### src/rtl/counter_pkg.sv
// Shared helpers for the T-cell modulo counter: load saturation and the
// carry/borrow toggle chain, sized for the widest legal counter.
package counter_pkg;

  localparam int MAX_WIDTH = 16;

  function automatic logic [15:0] sat_load(input logic [15:0] val, input logic [16:0] mod);
    logic [15:0] res;
    if ({1'b0, val} >= mod) begin
      res = 16'(mod - 17'd1);
    end else begin
      res = val;
    end
    return res;
  endfunction

  // Bit i toggles when every lower bit is 1 (counting up) or 0 (counting down).
  function automatic logic [15:0] toggle_chain(input logic [15:0] q, input logic up);
    logic [15:0] t;
    logic        run;
    t    = 16'h0000;
    t[0] = 1'b1;
    run  = up ? q[0] : ~q[0];
    for (int i = 1; i < 16; i++) begin
      t[i] = run;
      run  = run & (up ? q[i] : ~q[i]);
    end
    return t;
  endfunction

endpackage

### src/rtl/t_ff_bit.sv
// Single T flip-flop cell: toggles on a rising edge while t is high,
// cleared asynchronously by rst_n.
module t_ff_bit (
  input  logic clk,
  input  logic rst_n,
  input  logic t,
  output logic q
);

  logic q_q;
  logic q_d;

  assign q_d = q_q ^ t;

  // Toggle state register with asynchronous clear
  always_ff @(posedge clk or negedge rst_n) begin
    if (!rst_n) begin
      q_q <= 1'b0;
    end else begin
      q_q <= q_d;
    end
  end

  assign q = q_q;

endmodule

### src/rtl/t_mod_counter.sv
// Modulo-MOD up/down counter: builds the toggle vector for a column of
// T cells (carry/borrow chain, wrap, load) and decodes terminal count.
module t_mod_counter
  import counter_pkg::*;
#(
  parameter int WIDTH = 4,
  parameter int MOD   = 10
) (
  input  logic             clk,
  input  logic             rst_n,
  input  logic             en,
  input  logic             up,
  input  logic             load,
  input  logic [WIDTH-1:0] load_val,
  output logic [WIDTH-1:0] count,
  output logic             tc,
  output logic             div_out
);

  if (WIDTH < 1 || WIDTH > MAX_WIDTH || MOD < 2 || MOD > (1 << WIDTH)) begin : g_bad_param
    $error("t_mod_counter: illegal WIDTH/MOD combination");
  end

  localparam logic [WIDTH-1:0] TERM_UP = WIDTH'(MOD - 1);
  localparam logic [WIDTH-1:0] TERM_DN = WIDTH'(0);
  localparam logic [16:0]      MOD_EXT = 17'(MOD);

  logic [WIDTH-1:0] count_s;
  logic             div_s;
  logic             tc_s;
  logic             at_term_s;
  logic [WIDTH-1:0] term_s;
  logic [WIDTH-1:0] wrap_s;
  logic [WIDTH-1:0] load_sat_s;
  logic [WIDTH-1:0] t_vec_d;
  logic [15:0]      chain_full_s;
  logic [15:0]      sat_full_s;
  logic             unused_s;

  assign sat_full_s   = sat_load(16'(load_val), MOD_EXT);
  assign chain_full_s = toggle_chain(16'(count_s), up);
  assign load_sat_s   = sat_full_s[WIDTH-1:0];
  assign unused_s     = &{1'b0, chain_full_s, sat_full_s};

  assign term_s    = up ? TERM_UP : TERM_DN;
  assign wrap_s    = up ? TERM_DN : TERM_UP;
  assign at_term_s = (count_s == term_s);
  // rst_n gates tc so it reads low while the cells are held in reset.
  assign tc_s      = rst_n & en & ~load & at_term_s;

  // Toggle vector: load > wrap at terminal > carry/borrow chain > hold
  always_comb begin
    t_vec_d = '0;
    if (load) begin
      t_vec_d = count_s ^ load_sat_s;
    end else if (en) begin
      if (at_term_s) begin
        t_vec_d = count_s ^ wrap_s;
      end else begin
        t_vec_d = chain_full_s[WIDTH-1:0];
      end
    end else begin
      t_vec_d = '0;
    end
  end

  for (genvar i = 0; i < WIDTH; i++) begin : g_cell
    t_ff_bit u_cell (
      .clk   (clk),
      .rst_n (rst_n),
      .t     (t_vec_d[i]),
      .q     (count_s[i])
    );
  end

  t_ff_bit u_div (
    .clk   (clk),
    .rst_n (rst_n),
    .t     (tc_s),
    .q     (div_s)
  );

  assign count   = count_s;
  assign tc      = tc_s;
  assign div_out = div_s;

endmodule

### config.mk
export PLATFORM = sky130hd
export DESIGN_NAME = t_mod_counter
export DESIGN_NICKNAME = d
export VERILOG_FILES = /design/src/rtl/counter_pkg.sv /design/src/rtl/t_ff_bit.sv /design/src/rtl/t_mod_counter.sv
export SDC_FILE = /design/constraint.sdc
export NUM_CORES = 1
export LEC_CHECK = 0
export CAP_MARGIN = 30
export CORE_AREA = 2 2 39 41
export DETAILED_ROUTE_END_ITERATION = 10
export DIE_AREA = 0 0 41 43
export HOLD_SLACK_MARGIN = 0.15
export PLACE_DENSITY = 0.6
export SYNTH_ARGS = -nofsm -noshare
export SYNTH_HDL_FRONTEND = slang
export SYNTH_SLANG_ARGS = --single-unit
### constraint.sdc
create_clock -name clk -period 2.14 [get_ports clk]
set_input_delay 0.642 -clock clk [delete_from_list [all_inputs] [get_ports clk]]
set_output_delay 0.642 -clock clk [all_outputs]
set_load 0.02 [all_outputs]
==> results.toml <==
[run_status]
status = "finished clean"

[routing]
drc_errors = 0
num_vias = 401
ant_nets = 0
via_per_inst = 4.72
wl_um = 1060
wl_per_cell_um = 12.4
drtIter0Drc = 6
first_pass_iters = 4

[clocking]
h-tree-depth = 1
clk_pin_slew_worst_paths_ns = 0.04
ctsHoldBuffers = 0
clk_latency_ns = 0.24
numCtsBuffers = 3
cts_tree = "built"
root_buffer = "clkbuf_4"
clock-sinks = 5
clk_path_buf_depth = 2

[timing]
hold_viol = 0
fin_tns_setup_ns = 0
fin_crit_ns = 2.11
max_freq_mhz = 474
slew_violations = 0
finClkSkew_ns = 0.00174
tightestPinTransition_ns = 0.247
worst_hold_slack_ns = 0.462
setup_viol = 0
rsz0062_at_grt = "yes"
period_share_pct = 98.5
worst_slew_margin_rel_pct = 83.4

[worst_setup_path]
setup.worst_path.start = "up"
r2r-start = "g_cell[0].u_cell.q$_DFF_PN0_"
cp-start-kind = "input pin"
path_class = "input pin to primary output"
ff2ff_path_depth = 6
r2r_end = "u_div.q$_DFF_PN0_"
r2r_slack_ns = 0.65
cp-endpoint = "tc"
crit_fanout = 2
arrival_ns = 1.47
cp.required_ns = 1.50
cp-end-kind = "primary output"

[yosys]
synth_seq_area_share_pct = 29.5
ys_ff_latch = 5
ys_warn_count = 0
synth.mux.area_fraction_pct = 0
synth_area_sq_um = 424
synth_top_family_by_area = "simple AND/OR/NAND/NOR gates"
synth_compound_area_share_pct = 22.7
synth_cell_type_count = 27
synth_xor_area_share_pct = 10.0
syn_area_per_cell_sq_um = 9.22
synthSimpleGateAreaFrac_pct = 23.9
synth_cells = 46
synth_nets = 55
synth_fa_ha_area_share_pct = 0

[cells_and_area]
nets = 79
finalNonFillerCells = 85
fin_area_sq_um = 669
layout-drive-gt1-share_pct = 36.2
regArea_sq_um = 126
nFillCells = 153
antenna_cells = 0
area_growth_pct = 57.8
multi_input_comb_area_sq_um = 260

[global_route]
grt_antenna_before_repair = 0
grt_pass1_wl_um = 1640
grt_overflow = 0
grtUsageTotal_pct = 14.5
grt_max_degree = 8
grt_pass1_vias = 405

[pwr]
power_w = 0.000426
p_per_area_nw_per_um2 = 636
worst_ir_drop_vdd_mv = 0.223
p_leak_nw = 0.312

[placed_design]
port_buffers = 14
globalplace.congestion = 0.727
dp_hpwl_um = 790
placed_area_sq_um = 604
dp.cells = 78

[flow_run]
cap_violations = 0

[die]
dieHeight_um = 43
core.rowCount = 14
die_x_um = 41
coreArea_sq_um = 1380
ios = 15
die-area_sq_um = 1760
start_util_pct = 30.7

[hold_path]
hold_class = "flip-flop to flip-flop"
==> critical path, cell delays in order <==
cell      delay [ns]
buf_8           0.10
xnor2_4         0.16
nand4b_4        0.12
nor4b_4         0.25
buf_4           0.19
==> where the power goes <==
| part | internal, W | switching [W] | total (W) |
|---|---|---|---|
| registers | 0.000113 | 0.0000171 | 0.000130 |
| logic | 0.000103 | 0.0000848 | 0.000188 |
| clock network | 0.0000704 | 0.0000380 | 0.000108 |
| total | 0.000286 | 0.000140 | 0.000426 |
==> synthesized netlist by cell type <==
cell | n | area (sq um)
dfrtp_1 | 5 | 125
buf_4 | 4 | 30.0
nand2_1 | 4 | 15.0
o21ai_0 | 4 | 20.0
a21oi_1 | 3 | 15.0
a21o_1 | 2 | 15.0
buf_2 | 2 | 10.0
nand2b_1 | 2 | 12.5
xnor2_1 | 2 | 17.5
a211o_1 | 1 | 8.76
a221oi_1 | 1 | 8.76
a22oi_1 | 1 | 7.51
a31oi_1 | 1 | 6.26
and3_2 | 1 | 7.51
buf_6 | 1 | 11.3
clkbuf_1 | 1 | 3.75
inv_1 | 1 | 3.75
nand4b_2 | 1 | 15.0
nor2_1 | 1 | 3.75
nor2b_1 | 1 | 6.26
nor3_1 | 1 | 5.00
nor4_2 | 1 | 12.5
nor4b_4 | 1 | 23.8
o21a_1 | 1 | 7.51
o31ai_1 | 1 | 7.51
xnor2_2 | 1 | 16.3
xor2_1 | 1 | 8.76
==> worst min path at each step <==
stage	slack, ns	cells after the start	end	startpoint
after global routing	0.49	1	u_div.q$_DFF_PN0_	u_div.q$_DFF_PN0_
after CTS	0.47	1	u_div.q$_DFF_PN0_	u_div.q$_DFF_PN0_
after global placement	0.45	1	u_div.q$_DFF_PN0_	u_div.q$_DFF_PN0_
after detailed placement	0.46	1	u_div.q$_DFF_PN0_	u_div.q$_DFF_PN0_
after floorplan	0.35	0	g_cell[0].u_cell.q$_DFF_PN0_	rst_n
final	0.46	1	u_div.q$_DFF_PN0_	u_div.q$_DFF_PN0_
==> cell type report <==
class	instances	share of cell area [%]
timing repair buffer	27	34.8
inverter	1	0.561
tap	16	2.99
multi-input combinational	32	38.9
sequential	5	18.9
clock buffer	4	3.93
==> repair_timing <==
item | 4_1_cts | 5_1_grt
pin swaps | 3 | 3
endpoints found under the hold margin | 0 | 0
buffers inserted | 3 | 0
gates resized for setup | 19 | 2
setup endpoints to repair | 1 | 1
==> flip-flops by register name, indices dropped and copies added (netlist names) <==
signal,cells
u_div.q,1
g_cell.u_cell.q,4
==> routing by layer <==
layer	routed length [um]	global-route usage, %
met5	0	0
met4	14	10.0
met3	55	3.14
met2	545	23.8
met1	442	15.4
==> cells by family (layout without fill, tap and decap cells) <==
kind of cell    count (synthesis)  in the layout
compound gates                 15             15
buf+inv                         9             32
flops                           5              5
xor+xnor                        4              4
simple gates                   13             13
==> metrics by stage <==
stage	util, %	setup slack [ns]
floorplan	-	0.0749
global placement	43.7	-0.833
detailed placement	43.7	-0.896
CTS	48.7	-0.0384
global route	48.4	-0.0304
finish	48.4	0.0317
==> cell usage in the layout, fill, tap and decap left out, drive strengths merged <==
| cell type | n |
|---|---|
| o31ai | 1 |
| xor2 | 1 |
| nand2 | 4 |
| nor4b | 1 |
| o21a | 1 |
| nor2b | 1 |
| buf | 15 |
| clkbuf | 5 |
| nand4b | 1 |
| a31oi | 1 |
| clkdlybuf4s50 | 9 |
| a21oi | 3 |
| and3 | 1 |
| dlygate4sd2 | 2 |
| o21ai | 4 |
| dfrtp | 5 |
| inv | 1 |
| a211o | 1 |
| xnor2 | 3 |
| nor4 | 1 |
| a221oi | 1 |
| nor2 | 1 |
| a21o | 2 |
| a22oi | 1 |
| nor3 | 1 |
| nand2b | 2 |
Power figures use the tool's default switching activity.
